File: src/rtl/seg7_pkg.sv
`default_nettype none
// ============================================================================
//  Module      : seg7_pkg
//  Description : Shared segment patterns, scan-state enum and BCD decoder
//                for the four-digit seven-segment scan controller.
//                Segment order is {g,f,e,d,c,b,a}, active-low.
//  Revision    : 1.0 - initial release
// ============================================================================
package seg7_pkg;

    localparam logic [6:0] SEG_BLANK = 7'b1111111;
    localparam logic [6:0] SEG_DASH  = 7'b0111111;

    localparam logic [6:0] SEG_DIGIT [0:9] = '{
        7'b1000000,  // 0
        7'b1111001,  // 1
        7'b0100100,  // 2
        7'b0110000,  // 3
        7'b0011001,  // 4
        7'b0010010,  // 5
        7'b0000010,  // 6
        7'b1111000,  // 7
        7'b0000000,  // 8
        7'b0010000   // 9
    };

    typedef enum logic [0:0] {
        GUARD = 1'b0,
        ON    = 1'b1
    } scan_state_t;

    // Non-BCD codes show a dash so corrupted upstream data is visible.
    function automatic logic [6:0] decode_bcd(input logic [3:0] nibble, input logic blank);
        logic [6:0] pat;
        if (blank) begin
            pat = SEG_BLANK;
        end else if (nibble > 4'd9) begin
            pat = SEG_DASH;
        end else begin
            pat = SEG_DIGIT[nibble];
        end
        return pat;
    endfunction

endpackage
`default_nettype wire

File: src/rtl/seg7_refresh_timer.sv
`default_nettype none
// ============================================================================
//  Module      : seg7_refresh_timer
//  Description : Digit-slot timebase. Counts REFRESH_DIV cycles per slot,
//                steps the digit index each slot and flags slot/frame ends.
//                guard_next_o tells whether the coming cycle is inside the
//                anode-off guard interval so the scan FSM stays aligned to
//                the counter. Optional SEG_SCAN_DIM_EN adds brightness_i and
//                a dim cut-off flag; without it dim_off_o is tied low.
//  Revision    : 1.0 - initial release
// ============================================================================
module seg7_refresh_timer #(
    parameter int REFRESH_DIV  = 100000,
    parameter int GUARD_CYCLES = 2
) (
    input  logic       clk,
    input  logic       rst,
`ifdef SEG_SCAN_DIM_EN
    input  logic [2:0] brightness_i,
`endif
    output logic [1:0] idx_o,
    output logic       tick_o,
    output logic       frame_end_o,
    output logic       guard_next_o,
    output logic       dim_off_o
);

    localparam int CW = (REFRESH_DIV > 1) ? $clog2(REFRESH_DIV) : 1;

    logic [CW-1:0] cnt_q, cnt_d;
    logic [1:0]    idx_q, idx_d;

    assign tick_o      = (cnt_q == CW'(REFRESH_DIV - 1));
    assign frame_end_o = tick_o && (idx_q == 2'd3);
    assign idx_o       = idx_q;

    // Next slot count and digit index; index wraps naturally at 3.
    always_comb begin
        cnt_d = tick_o ? '0 : cnt_q + CW'(1);
        idx_d = tick_o ? idx_q + 2'd1 : idx_q;
    end

    assign guard_next_o = (int'(cnt_d) < GUARD_CYCLES);

`ifdef SEG_SCAN_DIM_EN
    // On-time fraction is (brightness+1)/8 of the slot, measured from slot start.
    assign dim_off_o = (int'(cnt_q) * 8) >= ((int'(brightness_i) + 1) * REFRESH_DIV);
`else
    assign dim_off_o = 1'b0;
`endif

    // Slot counter and digit index registers.
    always_ff @(posedge clk) begin
        if (rst) begin
            cnt_q <= '0;
            idx_q <= 2'd0;
        end else begin
            cnt_q <= cnt_d;
            idx_q <= idx_d;
        end
    end

endmodule
`default_nettype wire

File: src/rtl/seg7_scan_ctrl.sv
`default_nettype none
// ============================================================================
//  Module      : seg7_scan_ctrl
//  Description : Time-multiplexed scan controller for a 4-digit common-anode
//                seven-segment display. Digits are double-buffered behind a
//                load strobe and committed only at frame end (no tearing);
//                each slot starts with a guard interval with all anodes off.
//                Optional macro SEG_SCAN_DIM_EN adds brightness[2:0] PWM.
//  Revision    : 1.0 - initial release
// ============================================================================
module seg7_scan_ctrl
    import seg7_pkg::*;
#(
    parameter int REFRESH_DIV  = 100000,
    parameter int GUARD_CYCLES = 2
) (
    input  logic       clk,
    input  logic       rst,
    input  logic       load_req,
    input  logic [3:0] dig3,
    input  logic [3:0] dig2,
    input  logic [3:0] dig1,
    input  logic [3:0] dig0,
    input  logic       blank_lz,
`ifdef SEG_SCAN_DIM_EN
    input  logic [2:0] brightness,
`endif
    output logic       load_ack,
    output logic [3:0] an,
    output logic [6:0] seg
);

    logic [1:0] idx;
    logic       tick, frame_end, guard_next, dim_off;

    seg7_refresh_timer #(
        .REFRESH_DIV  (REFRESH_DIV),
        .GUARD_CYCLES (GUARD_CYCLES)
    ) u_timer (
        .clk          (clk),
        .rst          (rst),
`ifdef SEG_SCAN_DIM_EN
        .brightness_i (brightness),
`endif
        .idx_o        (idx),
        .tick_o       (tick),
        .frame_end_o  (frame_end),
        .guard_next_o (guard_next),
        .dim_off_o    (dim_off)
    );

    // Index 3 holds the leftmost digit.
    logic [3:0][3:0] disp_q, disp_d;
    logic [3:0][3:0] pend_q, pend_d;
    logic            pflag_q, pflag_d;
    logic            ack_q, ack_d;
    logic [3:0]      lz_blank;

    scan_state_t     state_q;
    logic [3:0]      an_q;
    logic [6:0]      seg_q;

    // Leading-zero blanking ripples from the left; the rightmost digit always shows.
    always_comb begin
        lz_blank    = 4'b0000;
        lz_blank[3] = blank_lz && (disp_q[3] == 4'd0);
        lz_blank[2] = lz_blank[3] && (disp_q[2] == 4'd0);
        lz_blank[1] = lz_blank[2] && (disp_q[1] == 4'd0);
    end

    // Double buffer: a strobe at frame end bypasses the pending stage.
    always_comb begin
        disp_d  = disp_q;
        pend_d  = pend_q;
        pflag_d = pflag_q;
        ack_d   = 1'b0;
        if (frame_end) begin
            if (load_req) begin
                disp_d  = {dig3, dig2, dig1, dig0};
                pflag_d = 1'b0;
                ack_d   = 1'b1;
            end else if (pflag_q) begin
                disp_d  = pend_q;
                pflag_d = 1'b0;
                ack_d   = 1'b1;
            end
        end else if (load_req) begin
            pend_d  = {dig3, dig2, dig1, dig0};
            pflag_d = 1'b1;
        end
    end

    // Buffer registers and acknowledge pulse.
    always_ff @(posedge clk) begin
        if (rst) begin
            disp_q  <= '0;
            pend_q  <= '0;
            pflag_q <= 1'b0;
            ack_q   <= 1'b0;
        end else begin
            disp_q  <= disp_d;
            pend_q  <= pend_d;
            pflag_q <= pflag_d;
            ack_q   <= ack_d;
        end
    end

    // Scan FSM with registered anode and segment drive.
    always_ff @(posedge clk) begin
        if (rst) begin
            state_q <= GUARD;
            an_q    <= 4'b1111;
            seg_q   <= SEG_BLANK;
        end else begin
            an_q  <= 4'b1111;
            seg_q <= SEG_BLANK;
            case (state_q)
                GUARD: begin
                    if (!guard_next) begin
                        state_q <= ON;
                    end
                end
                ON: begin
                    if (!dim_off) begin
                        an_q  <= ~(4'b0001 << idx);
                        seg_q <= decode_bcd(disp_q[idx], lz_blank[idx]);
                    end
                    if (tick && guard_next) begin
                        state_q <= GUARD;
                    end
                end
                default: state_q <= GUARD;
            endcase
        end
    end

    assign load_ack = ack_q;
    assign an       = an_q;
    assign seg      = seg_q;

endmodule
`default_nettype wire

File: config.mk
export PLATFORM = sky130hd
export DESIGN_NAME = seg7_scan_ctrl
export DESIGN_NICKNAME = d
export VERILOG_FILES = /design/src/rtl/seg7_pkg.sv /design/src/rtl/seg7_refresh_timer.sv /design/src/rtl/seg7_scan_ctrl.sv
export SDC_FILE = /design/constraint.sdc
export NUM_CORES = 1
export LEC_CHECK = 0
export CAP_MARGIN = 20
export CORE_ASPECT_RATIO = 0.9
export CORE_UTILIZATION = 60
export CTS_CLUSTER_DIAMETER = 150
export CTS_CLUSTER_SIZE = 30
export DETAILED_ROUTE_END_ITERATION = 16
export GPL_ROUTABILITY_DRIVEN = 0
export GPL_TIMING_DRIVEN = 1
export MAX_ROUTING_LAYER = met4
export PLACE_DENSITY = 0.89
export SYNTH_ARGS = -nofsm -noshare
export SYNTH_HDL_FRONTEND = slang
export SYNTH_SLANG_ARGS = --single-unit
File: constraint.sdc
create_clock -name clk -period 5.1 [get_ports clk]
set_clock_uncertainty 0.05 [all_clocks]
set_input_delay 1.02 -clock clk [delete_from_list [all_inputs] [get_ports clk]]
set_output_delay 1.02 -clock clk [all_outputs]
set_load 0.02 [all_outputs]
Word-level counts from Yosys, hierarchy flattened
Memory sizes are Yosys's and may differ from the RTL's.
Index checks and enable logic that the tools add are counted.
{"block": "word_totals", "regBits": 65, "latch_bits": 0, "ram_bits": 0, "rom_bits": 112, "in_bits": 20, "out_inout_bits": 12, "word_cells": 61, "n_memories": 1}
{"name": "(name not given)", "words": 16, "width": 7, "rd": 1, "rd_clocked_by_memory_dff": 0, "write_ports": 0, "line": "seg7_pkg.sv:40", "text": "pat = SEG_DIGIT[nibble];"}
{"block": "classes", "addsub": 2, "n_mul": 0, "div_mod_pow": 0, "order_cmp": 4, "n_eq_ne": 2, "n_shift": 1, "muxes": 15, "n_bitwise": 4, "n_reduce_logical": 16}
{"operator": "2-to-1 mux 16 bit", "n": 2}
{"operator": "2-to-1 mux 7 bit", "n": 3}
{"operator": "adder 17 x 1 -> 17 bit, second input constant", "n": 1}
{"operator": "== test 17 bit, second input constant", "n": 1}
{"operator": "less-than comparator 17 x 2 -> 1 bit, second input constant", "n": 1}
{"operator": "2-to-1 mux 17 bit", "n": 1}
{"operator": "logical NOT 4 bit", "n": 3}
{"operator": "binary-select mux 4 bit (select 2 bit)", "n": 1}
{"operator": "OR reduction 2 bit", "n": 3}
{"operator": ">= comparator 5 bit, second input constant", "n": 1}
{"operator": "logical AND 1 bit", "n": 5}
{"operator": "2-to-1 mux 1 bit", "n": 5}
{"operator": "inverter 4 -> 5 bit", "n": 1}
{"operator": "> comparator 4 bit, second input constant", "n": 1}
{"operator": "2-to-1 mux 4 bit", "n": 1}
{"operator": "inverter 4 bit", "n": 1}
{"operator": "AND reduction 2 bit", "n": 2}
{"operator": "OR reduction 4 bit", "n": 1}
{"operator": "<< shifter 1 x 2 -> 4 bit, first input constant", "n": 1}
{"operator": "less-than comparator 2 x 3 -> 1 bit, second input constant", "n": 1}
{"operator": "OR reduction 3 bit", "n": 1}
{"operator": "adder 2 x 1 -> 2 bit, second input constant", "n": 1}
{"operator": "binary-select mux 1 bit (select 2 bit)", "n": 1}
{"operator": "== test 2 bit, second input constant", "n": 1}
{"operator": "3 further kinds", "n": 4}

Depth between registers and ports, before layout
Gate-level depths: netlist of the first run.
{"block": "logic_depth", "ltp_word": 7, "depth_mapped": 8, "ltp_nobuf": 7}

By module
Synthesis of the first run repeated with hierarchy kept, for this count alone.
{"block": "hier_totals", "hier_cells": 344, "hier_area_um2": 3079.2}
{"module": "seg7_scan_ctrl", "n_inst": 1, "cells_each": 216, "area_each_um2": 2003.2}
{"module": "seg7_refresh_timer", "n_inst": 1, "cells_each": 128, "area_each_um2": 1076.0}

Worst setup path before layout of the first run
OpenSTA, ideal clock, no wires.
{"block": "synth_path", "path_kind": "input to register", "from": "in load_req", "to": "reg disp_q[0] (netlist name)", "setup_ps": 134, "arrival_time_ps": 2211, "t_required_ps": 4916, "path_slack_ps": 2705, "cell_stages": 4, "n_path_buf": 2, "cell_sequence": "clkbuf_1 > clkbuf_1 > mux2i_1 > a211oi_1"}
{"block": "synth_via", "elab_chain_len": 2, "word_cells_on_any_way": 3}
{"element": "start: declaration", "line": "seg7_scan_ctrl.sv:19", "text": "input logic load_req,"}
{"element": "nonzero test 2 bit (no line)"}
{"element": "AND reduction 2 bit (no line)"}
{"element": "end signal: assignment", "line": "seg7_scan_ctrl.sv:101", "text": "disp_q <= disp_d;"}
{"element": "end: declaration", "line": "seg7_scan_ctrl.sv:53", "text": "logic [3:0][3:0] disp_q, disp_d;"}
Several ways; a longest one is shown, not always the timed one.
A chain may end at the register's enable or synchronous reset.

Final worst setup path of the first run
{"block": "layout_path", "from": "in load_req", "to": "reg disp_q[13] (netlist name)"}
The elaborated chain is that of the path after synthesis.

==> summary.md, run 1 <==
| Metric | Value |
|---|---|
| Status | finished clean |
| DRC | 0 |
| Hold_ws | 423 ps |
| Post-Syn Area | 3080 sq um |
| Clock power frac | 37.9% |
| DRT antenna net count | 0 |
| Sequential power share | 52.8% |
| Max_cap viols | 0 |
| Layout cell share with drive strength beyond 1 | 9.30% |
| Comb pwr share | 9.4% |
| Final min period | 2880 ps |
| Commonest non-fill, non-tap cell in the layout | dfxtp_1 |
| Slew margin rel. | 30.0% |
| CTS tree | yes |
| Total track usage | 26.6% |
| Clk_lat worst skew | 340 ps |
| Ant diodes | 0 |
| Drt first pass iters | 4 |
| Avg Cell Area, Syn | 9.42 sq um |
| Area share of and/or/nand/nor cells after synthesis | 19.1% |
| Post-synthesis compound-gate area fraction | 9.59% |
| P_leak | 0.00134 uW |
| Largest net degree at the start of global routing | 29 |
| Main combinational cell family by area after synthesis | simple AND/OR/NAND/NOR gates |
| Final cycle utilization of the critical path | 56.4% |
| Final setup TNS | 0 ps |
| Die Span Y | 70.0 um |
| Worst Path Class, Setup | input pin to flop |
| Via Count | 2424 |
| CP max FO | 18 |
| WL final | 6200 um |
| Proportion of synthesized flip-flops having asynchronous set or reset | 0% |
| Final Max Slew Viols | 0 |
| Drt first-iter violations | 213 |
| Count of different cell masters after synthesis | 47 |
| DIE WIDTH | 77.5 um |
| Most frequent cells in the layout | dfxtp_1, nor2_1, mux2i_1 |
| Starting Density | 62.9% |
| Clock Sinks | 65 |
| CTS Hold Bufs | 0 |
| CTS Buffer Depth | 2 |
| CTS root buf | clkbuf_8 |
| Cts repair resizes | 0 |
| XOR/XNOR share of the synthesized area | 5.12% |
| Boundary pin count | 32 |
| Congestion Overflow GR | 0 |
| Clock-pin slew on the worst setup and hold paths | 60 ps |
| Post-synth EDFFs | 0 |
| Synthesized flop and latch total | 65 |
| WL/cell | 14.8 um |
| Cells after synthesis | 327 |
| H-tree levels | 3 |
| Power density over the cells | 284 nW/um^2 |
| CP Capture Type | flop |
| Arr. time, crit path | 3090 ps |
| CTS buffer count | 9 |
| IO buf count | 31 |
| Sw Ratio | 23.1% |
| Switching power | 235 uW |
| Row count | 24 |
| IR drop worst, VDD | 0.274 mV |
| F_max | 0.348 GHz |
| Final Setup Violations | 0 |
| Detailed Place HPWL | 4290 um |
| Vias in the first global route | 2362 |
| Area Growth Syn to Fin | 16.0% |
| RSZ-0062 raised after global routing | no |
| Most frequently used flop master after synthesis | dfxtp_1 |
| Hold Violations, Final | 0 |
| Synth Area in Adders | 3.66% |
| Avg Vias per Cell | 5.77 |
| Internal power | 782 uW |
| Core Region | 4890 sq um |
| Yosys Warn Count | 0 |
| Final net count | 382 |
| Die footprint | 5430 sq um |
| Post-synthesis mux area share | 15.3% |
| Nets in the synthesized netlist | 356 |
| First-pass GRT wire length | 10800 um |
| Data required time of the critical path | 5310 ps |
| CP Launch Type | input pin |
| Antenna violations before repair | 0 |
| Post-CTS Setup Inserts | 0 |
| Worst-margin pin slew | 1050 ps |
| Hold Crit Class | flop to flop |
| Sequential-to-total area share from yosys stat | 42.2% |
cells in the mapped netlist (2+ instances only):
cell,number,area [sq um]
a211oi_1,17,128
ha_1,9,113
or2_2,2,12.5
nand2b_1,2,12.5
buf_2,8,40.0
nand3_1,6,30.0
o21ai_0,8,40.0
xnor2_1,13,114
inv_1,12,45.0
and4_1,2,17.5
nor2b_1,2,12.5
mux4_2,4,90.1
xor2_1,5,43.8
clkbuf_1,10,37.5
a31oi_1,2,12.5
nor2_1,62,233
nand4_1,6,37.5
mux2i_1,37,370
nor3_1,5,25.0
dfxtp_1,65,1300
nor4_1,9,56.3
nand2_1,15,56.3
buf_4,2,15.0
registers in the layout, indices dropped and copies added, names as in the netlist:
name and flops:
seg 7, disp_q 16, state_q 1, u_timer.idx_o 2
load_ack 1, pflag_q 1, an 4, pend_q 16
u_timer.cnt_q 17
through the flow:
stage                     utilization (%)  power (uW)  instances  area (sq um)  setup slack, ps
after global routing                 73.0        1050        420          3570             2100
after detailed placement             69.4         641        406          3390             1650
final                                73.0        1020        420          3570             2220
after global placement               69.4         637        406          3390             1760
after CTS                            72.8        1020        419          3560             1990
after floorplan                         -         601        327          3080             2710
final cells by class:
type | count | area, sq um
multi-input cells | 229 | 1630
flip-flops and latches | 65 | 1300
fillers | 338 | 1320
well taps | 65 | 81.3
inverters | 12 | 45.0
clock buffers | 13 | 169
repair buffers | 36 | 352
critical path, stage by stage:
cell	delay, ps
clkdlybuf4s50_1	460
buf_4	310
nor2_1	160
nor4_4	610
buf_6	250
nor2_1	60
a211oi_1	200
power by group through the flow:
stage / clock network (uW) / registers (uW) / logic (uW)
floorplan: 0 / 552 / 48.7
global placement: 0 / 546 / 91.9
detailed placement: 0 / 547 / 94.2
CTS: 389 / 536 / 95.3
global route: 413 / 537 / 104
finish: 385 / 536 / 95.0
kinds of logic after synthesis:
family | after synthesis
mux | 42
simple gates | 121
fa+ha+maj | 9
flops | 65
buf+inv | 33
compound gates | 39
xor+xnor | 18
worst paths after layout:
path / from / endpoint / slack [ps] / cells after the start
max: load_req / disp_q[13]$_SDFFE_PP0P_ / 2220 / 7
min: u_timer.cnt_q[0]$_SDFF_PP0_ / u_timer.cnt_q[0]$_SDFF_PP0_ / 420 / 1
max reg2reg: u_timer.cnt_q[0]$_SDFF_PP0_ / pend_q[5]$_SDFFE_PP0P_ / 2370 / 6
min reg2reg: u_timer.cnt_q[0]$_SDFF_PP0_ / u_timer.cnt_q[0]$_SDFF_PP0_ / 420 / 1
per-layer routing:
metal | share of wire (%) | wire length [um] | up-vias | GRT usage, %
li1 | - | - | 1192 | -
met1 | 45 | 2790 | 1129 | 32.8
met2 | 46 | 2870 | 86 | 40.0
met3 | 6.6 | 408 | 17 | 8.24
met4 | 2.1 | 129 | 0 | 11.5
met5 | 0 | 0 | - | -
(Power assumes the default switching activity.)
==> run 2, diff against run 1 <==
--- a/config.mk
+++ b/config.mk
@@ -7,14 +7,14 @@
 export LEC_CHECK = 0
 export CAP_MARGIN = 20
 export CORE_ASPECT_RATIO = 0.9
-export CORE_UTILIZATION = 60
+export CORE_UTILIZATION = 56
 export CTS_CLUSTER_DIAMETER = 150
 export CTS_CLUSTER_SIZE = 30
 export DETAILED_ROUTE_END_ITERATION = 16
 export GPL_ROUTABILITY_DRIVEN = 0
 export GPL_TIMING_DRIVEN = 1
 export MAX_ROUTING_LAYER = met4
-export PLACE_DENSITY = 0.89
+export PLACE_DENSITY = 0.84
 export SYNTH_ARGS = -nofsm -noshare
 export SYNTH_HDL_FRONTEND = slang
 export SYNTH_SLANG_ARGS = --single-unit
==> constraint.sdc (replaced) <==
create_clock -name clk -period 2.9 [get_ports clk]
set_clock_uncertainty 0.05 [all_clocks]
set_input_delay 0.58 -clock clk [delete_from_list [all_inputs] [get_ports clk]]
set_output_delay 0.58 -clock clk [all_outputs]
set_load 0.02 [all_outputs]
==> summary.md, run 2 (synthesis results as in run 1) <==
| Metric | Value |
|---|---|
| Post-CTS Setup Inserts | 0 (unchanged) |
| CP Launch Type | flop |
| Final Setup Violations | 0 (unchanged) |
| CP max FO | 10 (-8) |
| Clock power frac | 42.2% (+4.3 points) |
| DIE WIDTH | 80.2 um (+3.4%) |
| Layout cell share with drive strength beyond 1 | 10.1% (+0.79 points) |
| P_leak | 0.00135 uW (+0.78%) |
| Drt first-iter violations | 159 (-25%) |
| Comb pwr share | 8.7% (-0.7 points) |
| Vias in the first global route | 2170 (-8.1%) |
| Boundary pin count | 32 (unchanged) |
| Max reg flops | 17 (unchanged) |
| Final net count | 381 (-0.26%) |
| Area Growth Syn to Fin | 17.3% |
| Ant diodes | 0 (unchanged) |
| Hold Crit Class | flop to flop |
| Core Region | 5290 sq um (+8.0%) |
| Final core occ | 68.3% (-4.7 points) |
| Starting Density | 58.3% (-4.7 points) |
| Register area | 1300 sq um (unchanged) |
| Clk_lat worst skew | 340 ps (about the same) |
| Internal power | 1470 uW (+89%) |
| Final Max Slew Viols | 0 (unchanged) |
| Hold_ws | 433 ps (+9.29 ps) |
| WL final | 5800 um (-6.4%) |
| Met1 WL | 2750 um (-1.3%) |
| Final setup TNS | 0 ps (unchanged) |
| Avg Vias per Cell | 5.57 (-3.4%) |
| Clock-pin slew on the worst setup and hold paths | 70 ps (about the same) |
| Slew margin rel. | 62.1% (+32 points) |
| Status | finished clean |
| Registers with the most flip-flops | u_timer.cnt_q (17), disp_q (16), pend_q (16) |
| WL/cell | 13.7 um (-7.3%) |
| Max Used Layer | met4 |
| CP Capture Type | flop |
| Final min period | 2470 ps |
| IO buf count | 31 (unchanged) |
| H-tree levels | 3 (unchanged) |
| CTS Buffer Depth | 2 (unchanged) |
| Congestion Overflow GR | 0 (unchanged) |
| Final cycle utilization of the critical path | 85.2% |
| Met2 WL | 2560 um (-11%) |
| RSZ-0062 raised after global routing | no |
| DRT antenna net count | 0 (unchanged) |
| IR drop worst, VDD | 0.464 mV (+69%) |
| Biggest register | u_timer.cnt_q |
| CTS tree | yes |
| Pwr Total | 1910 uW (+88%) |
| Commonest non-fill, non-tap cell in the layout | dfxtp_1 |
| Power density over the cells | 530 nW/um^2 (+86%) |
| Die footprint | 5800 sq um (+6.9%) |
| First-pass GRT wire length | 9810 um (-9.4%) |
| Die Span Y | 72.4 um (+3.4%) |
| Detailed Place HPWL | 4170 um (-2.8%) |
| Row count | 25 (+4.2%) |
| Data required time of the critical path | 3060 ps (-2250 ps) |
| Drt first pass iters | 4 (unchanged) |
| Sw Ratio | 23.0% (-0.11 points) |
| Met3 routed WL | 357 um (-13%) |
| Clock Sinks | 65 (unchanged) |
| DRC | 0 (unchanged) |
| Sequential power share | 49.2% (-3.6 points) |
| Multi-input gate area | 1630 sq um (unchanged) |
| Max_cap viols | 0 (unchanged) |
| Antenna violations before repair | 0 (unchanged) |
| Cts repair resizes | 0 (unchanged) |
| Via Count | 2363 (-2.5%) |
| Largest net degree at the start of global routing | 34 (+17%) |
| Most frequent cells in the layout | dfxtp_1, nor2_1, mux2i_1 |
| Switching power | 440 uW (+87%) |
| Worst-margin pin slew | 563 ps (-486 ps) |
| Arr. time, crit path | 2630 ps (-460 ps) |
| Hold Violations, Final | 0 (unchanged) |
| F_max | 0.405 GHz |
| Total track usage | 22.9% (-3.6 points) |
| Fillers | 417 (+23%) |
| CTS root buf | clkbuf_8 |
| Worst Path Class, Setup | flop to flop |
| CTS Hold Bufs | 0 (unchanged) |
| CTS buffer count | 9 (unchanged) |
## run 2: cell types whose count changed in the layout (fill, tap and decap cells not counted), sizes merged
cell	before	now
clkinvlp	0	2
buf	5	4
bufinv	0	1
clkbuf	13	12
clkinv	0	1
## run 2: power by group through the flow
stage	sequential (uW)	combinational [uW]	clock, uW
6_report	940	166	807
3_3_place_gp	959	163	0
4_1_cts	941	167	816
2_1_floorplan	971	85.7	0
3_5_place_dp	961	166	0
5_1_grt	943	182	855
## run 2: routing by layer
metal | vias up | global-route usage [%]
met2 | 74 | 33.0
met1 | 1072 | 28.9
met4 | 0 | 10.5
li1 | 1204 | -
met5 | - | -
met3 | 13 | 8.05
## run 2: area by class of cell
type / instances / share of cell area [%]
multi-input combinational: 229 / 45.0
sequential: 65 / 36.0
timing repair buffer: 35 / 9.42
clock buffer: 12 / 4.57
tap: 67 / 2.32
clock inverter: 4 / 1.39
inverter: 12 / 1.25
## run 2: stage by stage
| step | instances | area (sq um) | setup WS, ps |
|---|---|---|---|
| floorplan | 327 | 3080 | 517 |
| global placement | 408 | 3400 | 525 |
| detailed placement | 408 | 3400 | 416 |
| CTS | 424 | 3610 | 410 |
| global route | 424 | 3610 | 211 |
| finish | 424 | 3610 | 429 |
## run 2: final timing paths
path	startpoint	end	slack (ps)	depth (start not counted)
worst min-delay path	u_timer.cnt_q[0]$_SDFF_PP0_	u_timer.cnt_q[0]$_SDFF_PP0_	430	1
worst max-delay path	u_timer.idx_o[0]$_SDFFE_PP0N_	seg[3]$_SDFF_PP1_	430	7
worst min register to register	u_timer.cnt_q[0]$_SDFF_PP0_	u_timer.cnt_q[0]$_SDFF_PP0_	430	1
worst max register to register	u_timer.idx_o[0]$_SDFFE_PP0N_	seg[3]$_SDFF_PP1_	430	7
## run 2: critical path, cell delays in order, from the launching register on
cell and delay [ps]:
dfxtp_1 590, mux4_2 610, inv_1 130, ha_1 200, nor2_1 60, o21a_1 170
a311oi_2 390, o21ai_0 140
==> run 3, diff against run 2 <==
--- a/config.mk
+++ b/config.mk
@@ -7,14 +7,14 @@
 export LEC_CHECK = 0
 export CAP_MARGIN = 20
 export CORE_ASPECT_RATIO = 0.9
-export CORE_UTILIZATION = 56
+export CORE_UTILIZATION = 37
 export CTS_CLUSTER_DIAMETER = 150
 export CTS_CLUSTER_SIZE = 30
 export DETAILED_ROUTE_END_ITERATION = 16
 export GPL_ROUTABILITY_DRIVEN = 0
 export GPL_TIMING_DRIVEN = 1
 export MAX_ROUTING_LAYER = met4
-export PLACE_DENSITY = 0.84
+export PLACE_DENSITY = 0.61
 export SYNTH_ARGS = -nofsm -noshare
 export SYNTH_HDL_FRONTEND = slang
 export SYNTH_SLANG_ARGS = --single-unit
==> summary.md, run 3 (synthesis results as in run 1) <==
| Metric | Value |
|---|---|
| Sequential power share | 47.5% (-1.7 points) |
| Drt first-iter violations | 114 (-28%) |
| Vias in the first global route | 2157 (-0.60%) |
| CTS tree | yes |
| Internal power | 1500 uW (+1.8%) |
| Clock-pin slew on the worst setup and hold paths | 80 ps (about the same) |
| Hold Crit Class | flop to flop |
| CP Capture Type | flop |
| Data required time of the critical path | 3060 ps (about the same) |
| DRT antenna net count | 0 (unchanged) |
| CTS buffer count | 9 (unchanged) |
| Reg2reg start | u_timer.idx_o[0]$_SDFFE_PP0N_ |
| CP bufs+invs | 1 (unchanged) |
| Starting Density | 38.2% (-20 points) |
| RSZ-0062 raised after global routing | no |
| CTS Hold Bufs | 0 (unchanged) |
| Post-CTS Setup Inserts | 0 (unchanged) |
| R2R cell count | 7 (unchanged) |
| F_max | 0.401 GHz (-0.85%) |
| WL/cell | 13.4 um (-2.1%) |
| Final Setup Violations | 0 (unchanged) |
| First-pass GRT wire length | 10400 um (+6.3%) |
| Worst-margin pin slew | 578 ps (+14.7 ps) |
| Final Max Slew Viols | 0 (unchanged) |
| IR drop worst, VDD | 0.252 mV (-46%) |
| Status | finished clean |
| Layout cell share with drive strength beyond 1 | 10.1% (unchanged) |
| Biggest register | u_timer.cnt_q |
| Comb pwr share | 8.3% (-0.4 points) |
| Post-Layout Cell Count | 456 (+7.5%) |
| IO buf count | 31 (unchanged) |
| Placed Cells | 440 (+7.8%) |
| Via Count | 2319 (-1.9%) |
| Largest net degree at the start of global routing | 39 (+15%) |
| CTS root buf | clkbuf_8 |
| Die footprint | 8690 sq um (+50%) |
| Hold endpoint | u_timer.cnt_q[0]$_SDFF_PP0_ |
| WL final | 6110 um (+5.3%) |
| Row count | 31 (+24%) |
| H-tree levels | 3 (unchanged) |
| Congestion Overflow GR | 0 (unchanged) |
| Most frequent cells in the layout | dfxtp_1, nor2_1, mux2i_1 |
| Power density over the cells | 540 nW/um^2 (+2.0%) |
| Avg Vias per Cell | 5.09 (-8.7%) |
| Commonest non-fill, non-tap cell in the layout | dfxtp_1 |
| CP max stage delay | 610 ps (about the same) |
| Worst Path Class, Setup | flop to flop |
| Arr. time, crit path | 2650 ps (+20 ps) |
| CTS Buffer Depth | 2 (unchanged) |
| DRC | 0 (unchanged) |
| Final cycle utilization of the critical path | 86.0% (+0.73 points) |
| Final setup TNS | 0 ps (unchanged) |
| P_leak | 0.00135 uW (+0.43%) |
| DIE WIDTH | 98.2 um (+22%) |
| Worst hold start | u_timer.cnt_q[0]$_SDFF_PP0_ |
| Boundary pin count | 32 (unchanged) |
| Flop2flop setup slack | 410 ps (-20 ps) |
| CP top delay family | compound AO/OA/AOI/OAI gates |
| Die Span Y | 88.6 um (+22%) |
| Switching power | 478 uW (+8.8%) |
| CP max FO | 10 (unchanged) |
| Max_cap viols | 0 (unchanged) |
| Drt first pass iters | 6 (+2) |
| Hold Path Depth | 1 (unchanged) |
| Hold Violations, Final | 0 (unchanged) |
| Critical Path Slowest Stage Cell | mux4_2 |
| Registers with the most flip-flops | u_timer.cnt_q (17), disp_q (16), pend_q (16) |
| Clock Sinks | 65 (unchanged) |
| Clk_lat worst skew | 350 ps (about the same) |
| Total track usage | 16.0% (-7.0 points) |
| CP Launch Type | flop |
| Core Region | 8070 sq um (+53%) |
| Final net count | 381 (unchanged) |
| Area Growth Syn to Fin | 18.9% |
| CP cell instances | mux4_2, inv_1, ha_1, nor2_1, o21a_1, a311oi_2, o21ai_0 |
| Max reg flops | 17 (unchanged) |
| Worst reg2reg endpoint | seg[3]$_SDFF_PP1_ |
| Antenna violations before repair | 0 (unchanged) |
| Detailed Place HPWL | 4240 um (+1.7%) |
| Sw Ratio | 24.2% (+1.2 points) |
| Slew margin rel. | 61.1% (-0.99 points) |
| Final min period | 2490 ps (+21.1 ps) |
| Cts repair resizes | 0 (unchanged) |
| Ant diodes | 0 (unchanged) |
| Clock power frac | 44.2% (+2.0 points) |
run 3: power groups by stage:
stage	Sequential [uW]	Clock [uW]	Combinational [uW]
6_report	940	874	165
3_5_place_dp	961	0	167
4_1_cts	940	897	167
5_1_grt	943	944	181
2_1_floorplan	971	0	85.7
3_3_place_gp	960	0	164
run 3: worst register-to-register path, delay by kind of cell (launching register included):
kind            cells  cell delay [ps]
flops               1              580
simple gates        1               60
compound gates      3              710
fa+ha+maj           1              200
mux                 1              610
buf+inv             1              130
run 3: area by class of cell:
cell class                 count  area (sq um)
multi-input combinational    229          1630
tap                           99           124
clock inverter                 7           103
sequential                    65          1300
timing repair buffer          35           340
inverter                      12          45.0
fill                         788          4400
clock buffer                   9           124
run 3: worst max-delay path by stage:
stage,cells after the start,slack (ps),endpoint,from
after floorplan,8,520,seg[4]$_SDFF_PP1_,u_timer.idx_o[0]$_SDFFE_PP0N_
after CTS,7,400,seg[3]$_SDFF_PP1_,u_timer.idx_o[0]$_SDFFE_PP0N_
final,7,410,seg[3]$_SDFF_PP1_,u_timer.idx_o[0]$_SDFFE_PP0N_
after global placement,7,520,seg[5]$_SDFF_PP1_,u_timer.idx_o[0]$_SDFFE_PP0N_
after detailed placement,7,420,seg[3]$_SDFF_PP1_,u_timer.idx_o[0]$_SDFFE_PP0N_
after global routing,7,180,seg[3]$_SDFF_PP1_,u_timer.idx_o[0]$_SDFFE_PP0N_
run 3: per-stage QoR:
step                setup WS (ps)  utilization (%)  hold slack [ps]  area, sq um  power (uW)
floorplan                     517                -              387         3080        1060
global placement              522             42.6              398         3440        1120
detailed placement            421             42.6              409         3440        1130
CTS                           397             45.4              431         3660        2000
global route                  185             45.4              469         3660        2070
finish                        407             45.4              428         3660        1980
run 3: metal layers:
| layer | GRT usage, % | part of all wire (%) | vias up |
|---|---|---|---|
| met2 | 22.9 | 43 | 44 |
| li1 | - | - | 1192 |
| met3 | 5.53 | 4.5 | 10 |
| met1 | 20.8 | 51 | 1073 |
| met4 | 5.56 | 1.6 | 0 |
| met5 | - | 0 | - |
